## src/rtl/core2_job_loader.sv

```systemverilog
// core2_job_loader: gathers a header word plus two multi-word operands from a
// 32-bit valid/ready stream, then pushes operand A/B and the 4-bit command into
// the Core2 input and command FIFOs in the same cycle.
//
// Stream handshake: a word transfers on a rising edge where s_valid && s_ready.
// s_ready depends only on state (low in PUSH only), never on s_valid. A word
// offered while flush is high transfers but is discarded.
//
// Optional feature: define CORE2_JOB_COUNTER_EN to add the 16-bit jobs_done
// counter output. With the macro undefined, that port and its logic are absent.
// dbg_state exposes the FSM encoding (0 IDLE, 1 LOAD_A, 2 LOAD_B, 3 PUSH).
module core2_job_loader #(
  parameter int         WORD_W  = 32,
  parameter int         OPER_W  = 128,
  parameter logic [3:0] HDR_TAG = 4'hA
) (
  input  logic              clk,
  input  logic              rst,
  input  logic              flush,
  input  logic              s_valid,
  output logic              s_ready,
  input  logic [WORD_W-1:0] s_data,
  input  logic              in_busy_inp,
  input  logic              in_busy_cmd,
  output logic              wr_en_inp,
  output logic [OPER_W-1:0] data_a,
  output logic [OPER_W-1:0] data_b,
  output logic              wr_en_cmd,
  output logic [3:0]        cmd,
  output logic              hdr_err,
`ifdef CORE2_JOB_COUNTER_EN
  output logic [15:0]       jobs_done,
`endif
  output logic [1:0]        dbg_state
);

  localparam int NWORDS = OPER_W / WORD_W;
  localparam int IDX_W  = (NWORDS > 1) ? $clog2(NWORDS) : 1;
  localparam logic [IDX_W-1:0] LAST_IDX = IDX_W'(NWORDS - 1);

  typedef enum logic [1:0] {
    S_IDLE   = 2'd0,
    S_LOAD_A = 2'd1,
    S_LOAD_B = 2'd2,
    S_PUSH   = 2'd3
  } state_t;

  state_t            r_state;
  state_t            w_next_state;
  logic              w_push;
  logic              w_xfer;
  logic              w_tag_ok;
  logic              w_last;
  logic [IDX_W-1:0]  r_idx;
  logic [OPER_W-1:0] r_data_a;
  logic [OPER_W-1:0] r_data_b;
  logic [3:0]        r_cmd;
  logic              r_wr_en;
  logic              r_hdr_err;

  assign s_ready   = (r_state != S_PUSH);
  assign w_xfer    = s_valid && s_ready;
  assign w_tag_ok  = (s_data[WORD_W-1 -: 4] == HDR_TAG);
  assign w_last    = (r_idx == LAST_IDX);

  assign wr_en_inp = r_wr_en;
  assign wr_en_cmd = r_wr_en;
  assign data_a    = r_data_a;
  assign data_b    = r_data_b;
  assign cmd       = r_cmd;
  assign hdr_err   = r_hdr_err;
  assign dbg_state = r_state;

  // State register.
  always_ff @(posedge clk or posedge rst) begin
    if (rst) r_state <= S_IDLE;
    else     r_state <= w_next_state;
  end

  // Next-state and push decision; flush overrides everything else.
  always_comb begin
    w_next_state = r_state;
    w_push       = 1'b0;
    if (flush) begin
      w_next_state = S_IDLE;
    end else begin
      case (r_state)
        S_IDLE:   if (w_xfer && w_tag_ok) w_next_state = S_LOAD_A;
        S_LOAD_A: if (w_xfer && w_last)   w_next_state = S_LOAD_B;
        S_LOAD_B: if (w_xfer && w_last)   w_next_state = S_PUSH;
        S_PUSH: begin
          if (!in_busy_inp && !in_busy_cmd) begin
            w_push       = 1'b1;
            w_next_state = S_IDLE;
          end
        end
        default:  w_next_state = S_IDLE;
      endcase
    end
  end

  // Datapath: header decode, operand slice writes, push pulse, sticky error.
  always_ff @(posedge clk or posedge rst) begin
    if (rst) begin
      r_idx     <= '0;
      r_data_a  <= '0;
      r_data_b  <= '0;
      r_cmd     <= 4'h0;
      r_wr_en   <= 1'b0;
      r_hdr_err <= 1'b0;
    end else begin
      r_wr_en <= w_push;
      if (flush) begin
        r_idx <= '0;
      end else if (w_xfer) begin
        case (r_state)
          S_IDLE: begin
            if (w_tag_ok) begin
              r_cmd <= s_data[3:0];
              r_idx <= '0;
            end else begin
              r_hdr_err <= 1'b1;
            end
          end
          S_LOAD_A: begin
            r_data_a[int'(r_idx)*WORD_W +: WORD_W] <= s_data;
            r_idx <= w_last ? '0 : r_idx + 1'b1;
          end
          S_LOAD_B: begin
            r_data_b[int'(r_idx)*WORD_W +: WORD_W] <= s_data;
            r_idx <= w_last ? '0 : r_idx + 1'b1;
          end
          default: ;
        endcase
      end
    end
  end

`ifdef CORE2_JOB_COUNTER_EN
  logic [15:0] r_jobs_done;
  assign jobs_done = r_jobs_done;

  // Completed-job counter; advances on the edge that raises the push pulse.
  always_ff @(posedge clk or posedge rst) begin
    if (rst)         r_jobs_done <= 16'h0;
    else if (w_push) r_jobs_done <= r_jobs_done + 16'h1;
  end
`endif

endmodule
```

## config.mk

```make
export PLATFORM = sky130hd
export DESIGN_NAME = core2_job_loader
export DESIGN_NICKNAME = d
export VERILOG_FILES = /design/src/rtl/core2_job_loader.sv
export SDC_FILE = /design/constraint.sdc
export NUM_CORES = 1
export LEC_CHECK = 0
export BUFFER_PORTS_ARGS = -buffer_cell sky130_fd_sc_hd__buf_2
export CAP_MARGIN = 20
export CORE_UTILIZATION = 47
export DETAILED_ROUTE_END_ITERATION = 10
export PLACE_DENSITY = 0.76
export SLEW_MARGIN = 25
export SYNTH_ARGS = -nofsm -noshare
export SYNTH_HDL_FRONTEND = slang
export SYNTH_SLANG_ARGS = --single-unit
```

## constraint.sdc

```tcl
create_clock -name clk -period 7.4 [get_ports clk]
set_clock_uncertainty 0.05 [all_clocks]
set_input_delay 0.37 -clock clk [delete_from_list [all_inputs] [get_ports clk]]
set_output_delay 0.37 -clock clk [all_outputs]
set_load 0.005 [all_outputs]
```

Yosys cells after proc, flatten, opt, wreduce, memory -nomap -nowiden
Cells that the tools add are included.
- reductions and logical operators: 16
- add/subtract/negate cells: 2
- mux-type cells: 16
- bitwise logic cells: 2
- shift-type cells: 2
- equal/unequal tests: 11
- operators with widths (kind ; number):
    $bwmux 128 ; 2
    $shift 32x33->128 const A ; 1
    $shiftx 32x33->128 ; 1
    $neg 7->33 ; 1
    $mux 2 ; 9
    $ne 3x3->1 const B ; 5
    $reduce_and 4->1 ; 3
    $reduce_and 3->1 ; 3
    $pmux 2 s4 ; 1
    $eq 2x2->1 const B ; 3
    $eq 4x4->1 const B ; 1
    $logic_and 1x1->1 ; 4
    $pmux 2 s2 ; 1
    $mux 1 ; 3
    $reduce_bool 3->1 ; 1
    $add 2x1->2 const B ; 1
    $eq 2x1->1 const B ; 1
    $logic_not 1->1 ; 2
    $logic_not 2->1 ; 1
    $ne 2x2->1 const B ; 1
    $not 1->1 ; 2
    $reduce_bool 2->1 ; 1
    $reduce_or 2->1 ; 1
- logic and storage cells: 56
- output and inout bits: 266
- bits of input ports: 38
- register bits after elaboration: 266

Logic depth before layout (Yosys ltp)
- depth after elaboration: 6
- depth in mapped cells: 8
- depth with buffers taken out: 6

Worst setup path before layout
Ideal clock, no wire load.
- path kind: register to register
- start: register r_idx[0]
- end: register r_data_a[19], in the netlist data_a[19]
- library setup time: 0.077 ns
- arrival time: 1.668 ns
- path slack: 5.605 ns
- buffers on the path: 2
- period minus slack after synthesis: 1.795 ns
- data required time: 7.273 ns
- cell stages (with the launch flop): 8
- cell sequence: dfrtp_1 > inv_2 > ha_1 > nor3b_1 > buf_2 > buf_1 > nand3_1 > o21ai_1
- cells in the longest elaborated chain, start to end: 3
- elaborated cells on any way between the ends: 4
- classes of those cells: add/sub: 1; shift: 2; mux: 1
- ends and longest elaborated chain (element ; line ; source):
    start, declared ; 54 ; logic [IDX_W-1:0] r_idx;
    start signal, assigned ; 127 ; r_idx <= w_last ? '0 : r_idx + 1'b1;
    start signal, assigned ; 131 ; r_idx <= w_last ? '0 : r_idx + 1'b1;
    $neg 7->33 * ; 126 ; r_data_a[int'(r_idx)*WORD_W +: WORD_W] <= s_data;
    $shiftx 32x33->128 or $shift 32x33->128 (tied branches) ; 126 ;
    $bwmux 128 * ; 126 ;
    end signal, assigned by index ; 126 ;
    end, declared ; 55 ; logic [OPER_W-1:0] r_data_a;
Every way passes the cells marked *; elsewhere a longest branch is shown, timed or not.
A chain may end at the register's enable or synchronous reset.

Worst setup path in the final report
- start: register r_idx[0]
- end: register r_data_a[63], in the netlist data_a[63]
The elaborated chain is that of the path after synthesis.

==> metrics <==
status=finished, final reports clean; setup TNS=0 ns; floorplan die area=0.0229 sq mm; number of antenna-violating nets in the routed design=0; startpoint-to-endpoint class of the critical path=flip-flop to flip-flop; CTS Hold Buffers Added=1; # H-tree levels=1; floorplan core area=0.0218 sq mm; buffer and inverter count on the worst path=2; syn_area_per_cell=9.76 sq um; die width=151 microns; starting density of the core=0.479; type of the most critical hold path=input port to flip-flop; WL final=28800 microns; sequential area share after synthesis=0.636; Setup Buffers After CTS=0; Crit path max-delay family=simple AND/OR/NAND/NOR gates; syn nets=1119; count of pins on the block boundary=304; post-route cell area=0.0130 sq mm; total number of clock tree sinks=266; #FFs+latches synth=266; worst slack, placed=4.83 ns; remaining global-route overflow=0; Layout Nets=1398; utilization after layout=0.595; ratio of cells with drive above 1 in the final layout=0.278; met1 WL=12200 microns; number of antenna violations at the first check in global routing=0; Pins Over Slew Limit=0; total power=3.79 mW; setup slack of the critical path after layout=4.88 ns; chain of cells forming the critical path=inv_2 > ha_1 > nor3b_4 > buf_4 > nand2_1 > o21ai_0; Layout fillers=1934; Critical-path top delay cell=sky130_fd_sc_hd__nor3b_4; leakage power figure=6.56 nW; Maximum Capacitance Violations=0; number of warnings issued by yosys=0; share of the synthesized area in the top cell type=0.636; die height=151 microns; Detail Route met2 WL=13800 microns; number of vias per cell=5.14; Worst EP arrival=2.89 ns; DR pass1 iterations=4; maximum number of pins on one net before global-route repair=174; number of placement rows=54; maximum fanout along the worst path=20; Crit. End Element=flip-flop; highest routing layer actually used=met4; cts bufs inserted=27; required time of the critical path=7.77 ns; power density cells=292 mW/mm^2; Final Cycle Share=0.340; post-route non-filler standard cell count=1650; Worst slew margin=0.335; number of global-route vias before repair=8008; placed inst area=0.0121 sq mm; clk_lat worst skew=0.52 ns; number of gates resized after CTS=0; Startpoint Class=flip-flop; area overhead of the layout relative to synthesis=24.1%; TritonCTS clock tree=yes; DP Wirelength=19700 microns; clock slew at the register clock pins of the worst setup and hold paths=0.06 ns; sequential standard cell area=0.00666 sq mm; distinct cell type count of the synthesized netlist=38; Clk Tree Root Cell=sky130_fd_sc_hd__clkbuf_16; Yosys top cell by area=sky130_fd_sc_hd__dfrtp_1; via count of the routed design=8475; number of standard cells after synthesis=1072; worst IR drop on VDD=178 uV; maximum clock frequency=397 MHz; final estimated routing congestion in global placement=0.856; unrepaired setup endpoints after global routing=no; Area contributors post-synth=sky130_fd_sc_hd__dfrtp_1 64%, sky130_fd_sc_hd__nand2_1 10%, sky130_fd_sc_hd__o21ai_1 8.8%; worst-margin pin slew=0.998 ns; DRC violation count after routing=0; total area of multi-input combinational cells=0.00322 sq mm; GRT Resource Usage Total=0.252; Starting DRT DRC Count=353; Worst path max stage delay=0.57 ns; global-route wire length before repair=44100 microns; final hold viol count=0; cell area after synthesis=0.0105 sq mm; maximum buffer depth of the clock tree=3; worst hold slack=0.0536 ns; WL met3=2230 microns; final setup violation count=0; shortest period the worst path allows=2.52 ns; antenna diode instance count=0; number of cells in the design after placement=1601; Port Buf Inserts=303; detailed-route wire length per cell=17.5 microns
Yosys cell counts (all sizes together):
cell type	n
nand2	291
nor2	2
o32ai	1
nor2b	1
buf	43
nand4	1
mux2	5
or2	1
o2bb2ai	1
inv	72
a21oi	2
or3	2
and2	1
a311o	1
nor3	6
nand2b	3
and3b	1
nor3b	3
mux2i	1
dfrtp	266
or4	1
a21o	1
nand3	69
and4bb	1
clkbuf	26
o21ai	258
and2b	3
ha	9
flip-flops by register name (all words and copies together), names as in the netlist:
signal     flops
data_b       128
wr_en_cmd      1
cmd            4
hdr_err        1
r_idx          2
data_a       128
dbg_state      2
cell type report:
cell class                      instances  area share
Clock inverter                          9     0.00559
Tap cell                              280      0.0270
Clock buffer                           39      0.0586
Timing Repair Buffer                  319       0.127
Multi-Input combinational cell        665       0.248
Inverter                               72      0.0211
Sequential cell                       266       0.513
logic make-up (layout without fill, tap and decap cells):
logic type / Yosys count / after routing / share of synthesized area
muxes: 6 / 6 / 0.00634
AOI/OAI and AO/OA: 264 / 264 / 0.128
DFF: 266 / 266 / 0.636
buffers and inverters: 141 / 439 / 0.0586
and+or+nand+nor: 386 / 386 / 0.160
adders and majority gates: 9 / 9 / 0.0108
power breakdown:
group	total [mW]	leakage, nW	switching [mW]	internal, mW
clock network	1.29	0.413	0.548	0.745
logic	0.733	2.55	0.453	0.280
registers	1.76	3.59	0.110	1.65
total	3.79	6.56	1.11	2.67
placed cells by master, fill, tap and decap left out, types with 3 or more instances in the layout:
master,instances
sky130_fd_sc_hd__and2b_1,3
sky130_fd_sc_hd__buf_2,303
sky130_fd_sc_hd__buf_4,14
sky130_fd_sc_hd__clkbuf_1,8
sky130_fd_sc_hd__clkbuf_16,27
sky130_fd_sc_hd__clkbuf_8,4
sky130_fd_sc_hd__clkinv_2,7
sky130_fd_sc_hd__dfrtp_1,266
sky130_fd_sc_hd__ha_1,9
sky130_fd_sc_hd__inv_1,70
sky130_fd_sc_hd__mux2_2,5
sky130_fd_sc_hd__nand2_1,291
sky130_fd_sc_hd__nand3_1,65
sky130_fd_sc_hd__nand3_2,4
sky130_fd_sc_hd__nor3_1,3
sky130_fd_sc_hd__nor3_4,3
sky130_fd_sc_hd__o21ai_0,74
sky130_fd_sc_hd__o21ai_1,184
metal layers:
metal / GRT usage / vias up
met5: 0 / -
met4: 0.0660 / 0
met3: 0.0623 / 41
met2: 0.414 / 308
met1: 0.333 / 4034
li1: - / 4092
worst min-delay path, stage by stage:
cell                     delay, ns
sky130_fd_sc_hd__buf_2        0.07
sky130_fd_sc_hd__or2_2        0.10
sky130_fd_sc_hd__nor3_1       0.04
path summary, 6_finish.rpt:
check                            start          end  slack (ns)  depth (start not counted)
hold reg to reg                hdr_err      hdr_err        0.41                          1
hold / removal             in_busy_inp    wr_en_cmd        0.05                          3
setup / recovery              r_idx[0]   data_a[63]        4.88                          6
min in group asynchronous          rst  data_b[119]        0.48                          3
setup reg to reg              r_idx[0]   data_a[63]        4.88                          6
max in group asynchronous          rst   data_b[69]        5.41                          4
(Power assumes the default switching activity.)
